[src/rtl/king_move_scheduler.sv]
`timescale 1ns/1ps
`default_nettype none
// ============================================================================
// Module   : king_move_scheduler
// Purpose  : Generates the pseudo-legal king moves for the side to move.
//            The block scans the board for the king, launches one king-move
//            generator on the king's square, and collects the 8 candidate
//            targets. It filters the candidates against board occupancy and
//            drains the surviving moves over a valid/ready handshake.
// Ports    : clk, rst_n                - clock, async active-low reset
//            start_i, side_i            - run request and colour to move
//            bd_addr_o, bd_piece_i      - combinational board read port
//            gen_start_o, gen_pos_o     - generator launch and square
//            gen_active_i .. gen_valid_i- generator candidate stream
//            mv_valid_o, mv_ready_i,
//            mv_from_o, mv_to_o,
//            mv_capture_o               - move output handshake
//            busy_o, done_o, no_king_o,
//            move_count_o               - run status
// Revision : 1.0 - initial release
// ============================================================================
module king_move_scheduler #(
   parameter int         PIECE_W     = 4,
   parameter logic [2:0] KING_TYPE   = 3'd6,
   parameter int         GEN_TIMEOUT = 4
) (
   input  logic               clk,
   input  logic               rst_n,
   input  logic               start_i,
   input  logic               side_i,
   output logic [5:0]         bd_addr_o,
   input  logic [PIECE_W-1:0] bd_piece_i,
   output logic               gen_start_o,
   output logic [5:0]         gen_pos_o,
   input  logic               gen_active_i,
   input  logic [2:0]         gen_number_i,
   input  logic [2:0]         gen_row_i,
   input  logic [2:0]         gen_col_i,
   input  logic               gen_valid_i,
   output logic               mv_valid_o,
   input  logic               mv_ready_i,
   output logic [5:0]         mv_from_o,
   output logic [5:0]         mv_to_o,
   output logic               mv_capture_o,
   output logic               busy_o,
   output logic               done_o,
   output logic               no_king_o,
   output logic [3:0]         move_count_o
);

   localparam int                  c_WAIT_W     = $clog2(GEN_TIMEOUT + 1) + 1;
   localparam logic [c_WAIT_W-1:0] c_WAIT_LIMIT = c_WAIT_W'(GEN_TIMEOUT);

   localparam logic [2:0] c_IDLE    = 3'd0;
   localparam logic [2:0] c_SCAN    = 3'd1;
   localparam logic [2:0] c_LAUNCH  = 3'd2;
   localparam logic [2:0] c_COLLECT = 3'd3;
   localparam logic [2:0] c_DRAIN   = 3'd4;
   localparam logic [2:0] c_DONE    = 3'd5;

   logic [2:0]          state_q, state_d;
   logic                side_q;
   logic [5:0]          scan_idx_q;
   logic [5:0]          king_sq_q;
   logic [c_WAIT_W-1:0] wait_q;
   logic                seen_q;
   logic [2:0]          drain_idx_q;
   logic                no_king_q;
   logic [3:0]          move_count_q;
   logic                done_q;

   logic [5:0]          tgt_q [8];
   logic [7:0]          keep_q;
   logic [7:0]          cap_q;

   // Board square decode (colour in the MSB, type in the low three bits)
   logic       w_piece_col;
   logic [2:0] w_piece_type;
   logic       w_piece_empty;
   logic       w_piece_enemy;
   assign w_piece_col   = bd_piece_i[PIECE_W-1];
   assign w_piece_type  = bd_piece_i[2:0];
   assign w_piece_empty = (w_piece_type == 3'd0);
   assign w_piece_enemy = (w_piece_col != side_q);

   logic w_start_ok, w_king_hit, w_scan_end, w_slot_we, w_last_slot;
   logic w_timeout, w_cur_keep, w_drain_step, w_drain_end, w_mv_fire;
   logic w_keep, w_cap;

   assign w_start_ok  = start_i && ((state_q == c_IDLE) || (state_q == c_DONE));
   assign w_king_hit  = (state_q == c_SCAN) && !w_piece_enemy &&
                        (w_piece_type == KING_TYPE);
   assign w_scan_end  = (scan_idx_q == 6'd63);
   assign w_slot_we   = (state_q == c_COLLECT) && gen_active_i;
   assign w_last_slot = w_slot_we && (gen_number_i == 3'd7);
   // Once the generator has shown any activity the burst is trusted to finish.
   assign w_timeout   = (state_q == c_COLLECT) && !seen_q && !gen_active_i &&
                        (wait_q >= c_WAIT_LIMIT);
   assign w_cur_keep  = keep_q[drain_idx_q];
   // Dropped slots advance immediately; kept slots wait for the consumer.
   assign w_drain_step = (state_q == c_DRAIN) && (!w_cur_keep || mv_ready_i);
   assign w_drain_end  = w_drain_step && (drain_idx_q == 3'd7);
   assign w_mv_fire    = mv_valid_o && mv_ready_i;

   assign w_keep = gen_valid_i && (w_piece_empty || w_piece_enemy);
   assign w_cap  = gen_valid_i && !w_piece_empty && w_piece_enemy;

   // ------------------------------------------------------------------
   // FSM: state register
   // ------------------------------------------------------------------
   always_ff @(posedge clk or negedge rst_n) begin
      if (!rst_n) begin
         state_q <= c_IDLE;
      end else begin
         state_q <= state_d;
      end
   end

   // ------------------------------------------------------------------
   // FSM: next state
   // ------------------------------------------------------------------
   always_comb begin
      state_d = state_q;
      case (state_q)
         c_IDLE:    if (w_start_ok) state_d = c_SCAN;
         c_SCAN: begin
            if (w_king_hit)      state_d = c_LAUNCH;
            else if (w_scan_end) state_d = c_DONE;
         end
         c_LAUNCH:  state_d = c_COLLECT;
         c_COLLECT: begin
            if (w_timeout)        state_d = c_DONE;
            else if (w_last_slot) state_d = c_DRAIN;
         end
         c_DRAIN:   if (w_drain_end) state_d = c_DONE;
         c_DONE:    if (w_start_ok) state_d = c_SCAN;
         default:   state_d = c_IDLE;
      endcase
   end

   // ------------------------------------------------------------------
   // FSM: outputs
   // ------------------------------------------------------------------
   always_comb begin
      bd_addr_o    = 6'd0;
      gen_start_o  = 1'b0;
      gen_pos_o    = 6'd0;
      mv_valid_o   = 1'b0;
      mv_from_o    = 6'd0;
      mv_to_o      = 6'd0;
      mv_capture_o = 1'b0;
      busy_o       = 1'b1;
      case (state_q)
         c_IDLE:   busy_o = 1'b0;
         c_DONE:   busy_o = 1'b0;
         c_SCAN:   bd_addr_o = scan_idx_q;
         c_LAUNCH: begin
            gen_start_o = 1'b1;
            gen_pos_o   = king_sq_q;
         end
         c_COLLECT: begin
            gen_start_o = 1'b1;
            gen_pos_o   = king_sq_q;
            // Look up the candidate square so it can be filtered on arrival.
            bd_addr_o   = {gen_row_i, gen_col_i};
         end
         c_DRAIN: begin
            if (w_cur_keep) begin
               mv_valid_o   = 1'b1;
               mv_from_o    = king_sq_q;
               mv_to_o      = tgt_q[drain_idx_q];
               mv_capture_o = cap_q[drain_idx_q];
            end
         end
         default: busy_o = 1'b0;
      endcase
   end

   assign done_o       = done_q;
   assign no_king_o    = no_king_q;
   assign move_count_o = move_count_q;

   // ------------------------------------------------------------------
   // Control datapath
   // ------------------------------------------------------------------
   always_ff @(posedge clk or negedge rst_n) begin
      if (!rst_n) begin
         side_q       <= 1'b0;
         scan_idx_q   <= 6'd0;
         king_sq_q    <= 6'd0;
         wait_q       <= '0;
         seen_q       <= 1'b0;
         drain_idx_q  <= 3'd0;
         no_king_q    <= 1'b0;
         move_count_q <= 4'd0;
         done_q       <= 1'b0;
      end else begin
         // done marks the first cycle spent in DONE, whatever the cause.
         done_q <= (state_d == c_DONE) && (state_q != c_DONE);

         if (w_start_ok) begin
            side_q       <= side_i;
            scan_idx_q   <= 6'd0;
            no_king_q    <= 1'b0;
            move_count_q <= 4'd0;
         end

         if (state_q == c_SCAN) begin
            if (w_king_hit) begin
               king_sq_q <= scan_idx_q;
            end else if (w_scan_end) begin
               no_king_q <= 1'b1;
            end else begin
               scan_idx_q <= scan_idx_q + 6'd1;
            end
         end

         if (state_q == c_LAUNCH) begin
            wait_q <= c_WAIT_W'(1);
            seen_q <= 1'b0;
         end

         if (state_q == c_COLLECT) begin
            if (gen_active_i) begin
               seen_q <= 1'b1;
            end else if (!seen_q && !w_timeout) begin
               wait_q <= wait_q + c_WAIT_W'(1);
            end
         end

         if (w_timeout) begin
            no_king_q <= 1'b1;
         end

         if (w_last_slot) begin
            drain_idx_q <= 3'd0;
         end else if (w_drain_step) begin
            drain_idx_q <= drain_idx_q + 3'd1;
         end

         if (w_mv_fire) begin
            move_count_q <= move_count_q + 4'd1;
         end
      end
   end

   // ------------------------------------------------------------------
   // Candidate buffer, indexed by the generator's candidate number
   // ------------------------------------------------------------------
   always_ff @(posedge clk or negedge rst_n) begin
      if (!rst_n) begin
         keep_q <= 8'd0;
         cap_q  <= 8'd0;
         for (int i = 0; i < 8; i++) begin
            tgt_q[i] <= 6'd0;
         end
      end else if (w_start_ok) begin
         keep_q <= 8'd0;
         cap_q  <= 8'd0;
      end else if (w_slot_we) begin
         tgt_q[gen_number_i]  <= {gen_row_i, gen_col_i};
         keep_q[gen_number_i] <= w_keep;
         cap_q[gen_number_i]  <= w_cap;
      end
   end

endmodule
`default_nettype wire

[config.mk]
export PLATFORM = sky130hd
export DESIGN_NAME = king_move_scheduler
export DESIGN_NICKNAME = d
export VERILOG_FILES = /design/src/rtl/king_move_scheduler.sv
export SDC_FILE = /design/constraint.sdc
export NUM_CORES = 1
export LEC_CHECK = 0
export ABC_AREA = 1
export CAP_MARGIN = 20
export CORE_ASPECT_RATIO = 2
export CORE_MARGIN = 2
export CORE_UTILIZATION = 34
export CTS_BUF_LIST = sky130_fd_sc_hd__clkbuf_16
export CTS_CLUSTER_DIAMETER = 60
export DETAILED_ROUTE_END_ITERATION = 12
export GPL_TIMING_DRIVEN = 0
export PLACE_DENSITY_LB_ADDON = 0.12
export SLEW_MARGIN = 20
export SYNTH_ARGS = -nofsm -noshare
export SYNTH_HDL_FRONTEND = slang
export SYNTH_SLANG_ARGS = --single-unit
[constraint.sdc]
create_clock -name clk -period 3.9 [get_ports clk]
set_input_delay 0.585 -clock clk [delete_from_list [all_inputs] [get_ports clk]]
set_output_delay 0.585 -clock clk [all_outputs]
set_load 0.005 [all_outputs]
## After elaboration in Yosys (flattened, before gate mapping)

Cells that the tools add are included.

- Output and inout bits: 34
- Logic and storage cells: 140
- Flip-flop bits (word level): 94

- Bitwise gates (word level): 3
- Add/sub/neg operators: 4
- $lt $le $gt $ge: 7
- Reduce and logical (&&, ||, !) cells: 37
- Equal/unequal tests: 12
- Multiplexer cells: 57

Operators with widths:

| operator | number |
|---|---|
| $mux 6 | 12 |
| $bwmux 48 | 1 |
| $mux 8 | 4 |
| $mux 3 | 8 |
| $mux 4 | 6 |
| $bmux 6 s3 | 1 |
| $demux 6 s3 | 1 |
| $eq 3x3->1 const B | 6 |
| $logic_and 1x1->1 | 18 |
| $mux 1 | 17 |
| $bwmux 8 | 2 |
| $pmux 3 s5 | 1 |
| $pmux 6 s2 | 1 |
| $add 4x1->4 const B | 2 |
| $ge 4x4->1 const B | 2 |
| $lt 3x4->1 const B | 2 |
| $not 3->4 | 2 |
| $add 6x1->6 const B | 1 |
| $bmux 1 s3 | 2 |
| $eq 3x2->1 const B | 2 |
| $eq 6x6->1 const B | 1 |
| $logic_not 1->1 | 6 |
| $logic_not 3->1 | 2 |
| $reduce_bool 2->1 | 3 |
| other kinds (13) | 17 |

## Longest topological paths before layout

- Depth in word-level cells: 10
- Depth in mapped cells: 9
- Mapped depth without buffers: 9

## Worst setup path before layout

No wires, ideal clock.

- Kind: register -> output
- Start: register state_q[0]
- End: output port mv_to_o[1]
- Arrival time: 1316 ps
- Data required time: 3315 ps
- Path buffers: 1
- Stages on the path, launching flop included: 7
- Slack: 1999 ps
- Cells stage by stage: dfrtp_1 inv_1 nand2_1 nor2_2 nand3_1 buf_2 a21oi_1

- Cells in the longest elaborated chain, start to end: 2

Ends and longest elaborated chain:

| item | RTL line | text |
|---|---|---|
| from (decl) | 61 | `logic [2:0] state_q, state_d;` |
| from (signal assigned) | 113 | `state_q <= c_IDLE;` |
| from (signal assigned) | 115 | `state_q <= state_d;` |
| $eq 3x3->1 | 153 | `case (state_q)` |
| $mux 6 | 153 |  |
| to (decl) | 43 | `output logic [5:0] mv_to_o,` |

No other way between the ends.

## Worst setup path after layout

- Start: register drain_idx_q[1]
- End: output port mv_to_o[2]

- Cells in the longest elaborated chain, start to end: 6

Ends and longest elaborated chain:

| item | RTL line | text |
|---|---|---|
| from (decl) | 67 | `logic [2:0] drain_idx_q;` |
| from (signal assigned) | 238 | `drain_idx_q <= drain_idx_q + 3'd1;` |
| $not 3->4 (implied by the code) | 171 | `mv_to_o = tgt_q[drain_idx_q];` |
| $bmux 6 s3 | 171 |  |
| $mux 6 (implied by the code) (2 in series) | 171 |  |
| $mux 6 * | 168 | `if (w_cur_keep) begin` |
| $mux 6 * | 153 |  |

Every way passes the cells marked *; elsewhere a longest branch is shown, timed or not. The select of a mux whose other input is x is not followed.

==> impl_metrics.env <==
export IMPL_cp_max_fo=10
export IMPL_io_pins=54
export IMPL_port_buffers=53
export IMPL_muxShareOfSynthArea=0.002405
export IMPL_clockRootBuffer="clkbuf_16"
export IMPL_yosys_area_share_simple=0.2427
export IMPL_final_cell_area_sq_um=5784
export IMPL_core_area_sq_um=13440
export IMPL_clock_skew_ps=7.447
export IMPL_fmax_mhz=307.1
export IMPL_cp_buffers_inverters=4
export IMPL_worst_hold_slack_ps=106.3
export IMPL_first_global_vias=4091
export IMPL_track_usage=0.1911
export IMPL_worst_pin_slew_ps=547.7
export IMPL_via_per_inst=5.181
export IMPL_setup_viol=0
export IMPL_path_cells="buf_2 -> inv_1 -> clkbuf_1 -> o21ai_0 -> o22ai_1 -> nand2_1 -> a21oi_1 -> clkdlybuf4s50_1"
export IMPL_drt_pass1_iterations=4
export IMPL_diodes=0
export IMPL_p_sw_frac=0.3557
export IMPL_drc=0
export IMPL_seqPwrFrac=0.379
export IMPL_final_min_clock_period_ps=3256
export IMPL_gp_congestion=0.8450
export IMPL_yosysSeqAreaShare=0.5024
export IMPL_power_density_nw_per_um2=662.4
export IMPL_synth_area_per_cell_sq_um=8.272
export IMPL_antenna_found_initial=0
export IMPL_synth_async_reset_ratio=1.000
export IMPL_synth_top_family_by_area="simple AND/OR/NAND/NOR gates"
export IMPL_chipHeight_microns=170.0
export IMPL_cts_max_level=3
export IMPL_grt_first_pass_wirelength_microns=21490
export IMPL_dr_total_vias=4088
export IMPL_cts_setup_buffers=0
export IMPL_drv_slew=0
export IMPL_start_kind="flop"
export IMPL_path_delay_family="buffers and inverters"
export IMPL_hp_class="in2async"
export IMPL_n_fill_cell=1336
export IMPL_clk_pin_slew_ps=70
export IMPL_die_w_microns=86.98
export IMPL_crit_type="reg2out"
export IMPL_grt_setup_unrepaired="no"
export IMPL_finalCritPeriodShare=0.8349
export IMPL_hold_viol=0
export IMPL_drive_above_1_share=0.09306
export IMPL_syn_nets=591
export IMPL_drt_wl_total_microns=13650
export IMPL_synth_edf_count=0
export IMPL_cts_buffers=9
export IMPL_clock_latency_ps=340
export IMPL_synthAdderAreaFrac=0.01336
export IMPL_relSlewSlack=0.6348
export IMPL_synth_xor_area_frac=0.007483
export IMPL_status="complete, no violations"
export IMPL_netlist_area_sq_um=4682
export IMPL_num_rows=60
export IMPL_cellLeakagePower_nw=2.666
export IMPL_synth_cell_types=34
export IMPL_grt_max_degree=68
export IMPL_fin_nets=656
export IMPL_clockPowerShare=0.273
export IMPL_drt_initial_drc_count=259
export IMPL_placed_area_sq_um=5435
export IMPL_crit_required_ps=3310
export IMPL_post_cts_resize_count=0
export IMPL_cpMaxStageDelayCell="clkdlybuf4s50_1"
export IMPL_power_switching_mw=1.363
export IMPL_fin_ws_ps=644.1
export IMPL_drv_cap=0
export IMPL_layout_area_seq_sq_um=2352
export IMPL_ys_warn_count=0
export IMPL_p_int_mw=2.468
export IMPL_area_delta_synth_final_pct=23.54
export IMPL_die_area_sq_um=14780
export IMPL_synth_compound_area_frac=0.1606
export IMPL_grt_ovfl_total=0
export IMPL_syn_instance_count=566
export IMPL_hold_buffers=0
export IMPL_ir_drop_mv=0.3011
export IMPL_p_comb_frac=0.348
export IMPL_cp_arrival_ps=2670
export IMPL_max_stage_delay_ps=520
export IMPL_ys_ff_latch=94
export IMPL_clock_sinks=94
export IMPL_initial_core_util=0.3484
export IMPL_synthFlopType="dfrtp_1"
export IMPL_dp_hpwl_microns=10360
export IMPL_wl_per_cell_microns=17.29
export IMPL_cts_tree="yes"
export IMPL_cp_end_kind="output pin"
export IMPL_multiInputGateArea_sq_um=1997
export IMPL_ant_nets=0
export IMPL_dp_slack_ps=966.9
export IMPL_cts_buffer_depth=2
==> power groups by stage <==
stage | combinational [mW] | clock [mW] | sequential, mW
after floorplan | 0.885 | 0 | 1.41
after global placement | 1.31 | 0 | 1.46
after detailed placement | 1.33 | 0 | 1.47
after CTS | 1.34 | 1.06 | 1.45
after global routing | 1.51 | 1.11 | 1.49
final | 1.33 | 1.05 | 1.45
==> cell usage in the layout (no fill, tap or decap), drive strengths merged, types with 2 or more instances in the layout <==
cell,n
inv,54
xor2,2
bufinv,4
clkbuf,14
buf,20
a21oi,14
nand3,50
nor2,55
nor3,2
ha,5
nand4,4
xnor2,2
clkdlybuf4s50,52
o22ai,24
nand3b,4
dfrtp,94
nand2,128
o21ai,100
==> logic make-up after synthesis <==
family | after synthesis
compound gates | 142
fa+ha+maj | 5
buf+inv | 77
mux | 1
simple gates | 243
xor+xnor | 4
flops | 94
==> through the flow <==
| stage | TNS, ps | instances | power (mW) | util |
|---|---|---|---|---|
| 6_report | 0 | 789 | 3.831 | 0.4304 |
| 5_1_grt | 0 | 789 | 4.109 | 0.4304 |
| 4_1_cts | 0 | 789 | 3.856 | 0.4304 |
| 3_5_place_dp | 0 | 775 | 2.802 | 0.4045 |
| 3_3_place_gp | -129670 | 774 | 2.770 | 0.4023 |
| 2_1_floorplan | 0 | 566 | 2.296 | - |
==> cells in the mapped netlist (7+ instances only) <==
cell     instances  area (sq um)
a21oi_1         14         70.07
dfrtp_1         94          2352
inv_1           47         176.4
o21ai_1         51         255.2
buf_2           14         70.07
nor2_1          49         183.9
nand3_1         45         225.2
nand2_1        124         465.5
o22ai_1         24         150.1
o21ai_0         49         245.2
inv_2            7         26.28
==> final timing paths <==
check / from / to / depth (start not counted) / slack [ps]
worst max-delay path: drain_idx_q[1] / mv_to_o[2] / 8 / 640
worst min-delay path: rst_n / tgt_q[45] / 1 / 110
worst max register to register: scan_idx_q[0] / done_o / 9 / 2010
worst min register to register: wait_q[3] / wait_q[3] / 2 / 470
max in group asynchronous: rst_n / cap_q[4] / 2 / 3140
min in group clk: wait_q[3] / wait_q[3] / 2 / 470
==> registers in the layout, summed over array words and instances, names as in the netlist <==
| register | cells |
|---|---|
| king_sq_q | 6 |
| seen_q | 1 |
| scan_idx_q | 6 |
| move_count_o | 4 |
| tgt_q | 48 |
| done_o | 1 |
| cap_q | 8 |
| side_q | 1 |
| no_king_o | 1 |
| keep_q | 8 |
| drain_idx_q | 3 |
| state_q | 3 |
| wait_q | 4 |
==> final cells by class <==
cell class | count | area share
well taps | 155 | 0.03353
flip-flops and latches | 94 | 0.4067
clock buffers | 9 | 0.03894
repair buffers | 54 | 0.09669
inverters | 54 | 0.03504
plain buffers | 23 | 0.02250
clock inverters | 5 | 0.02141
multi-input cells | 395 | 0.3452
==> layer usage <==
layer	global-route usage	up-vias	share of wire
li1	-	2024	-
met1	0.2159	1936	0.39
met2	0.3478	98	0.55
met3	0.02231	30	0.024
met4	0.08832	0	0.036
met5	0	-	0
Power figures use the tool's default switching activity.
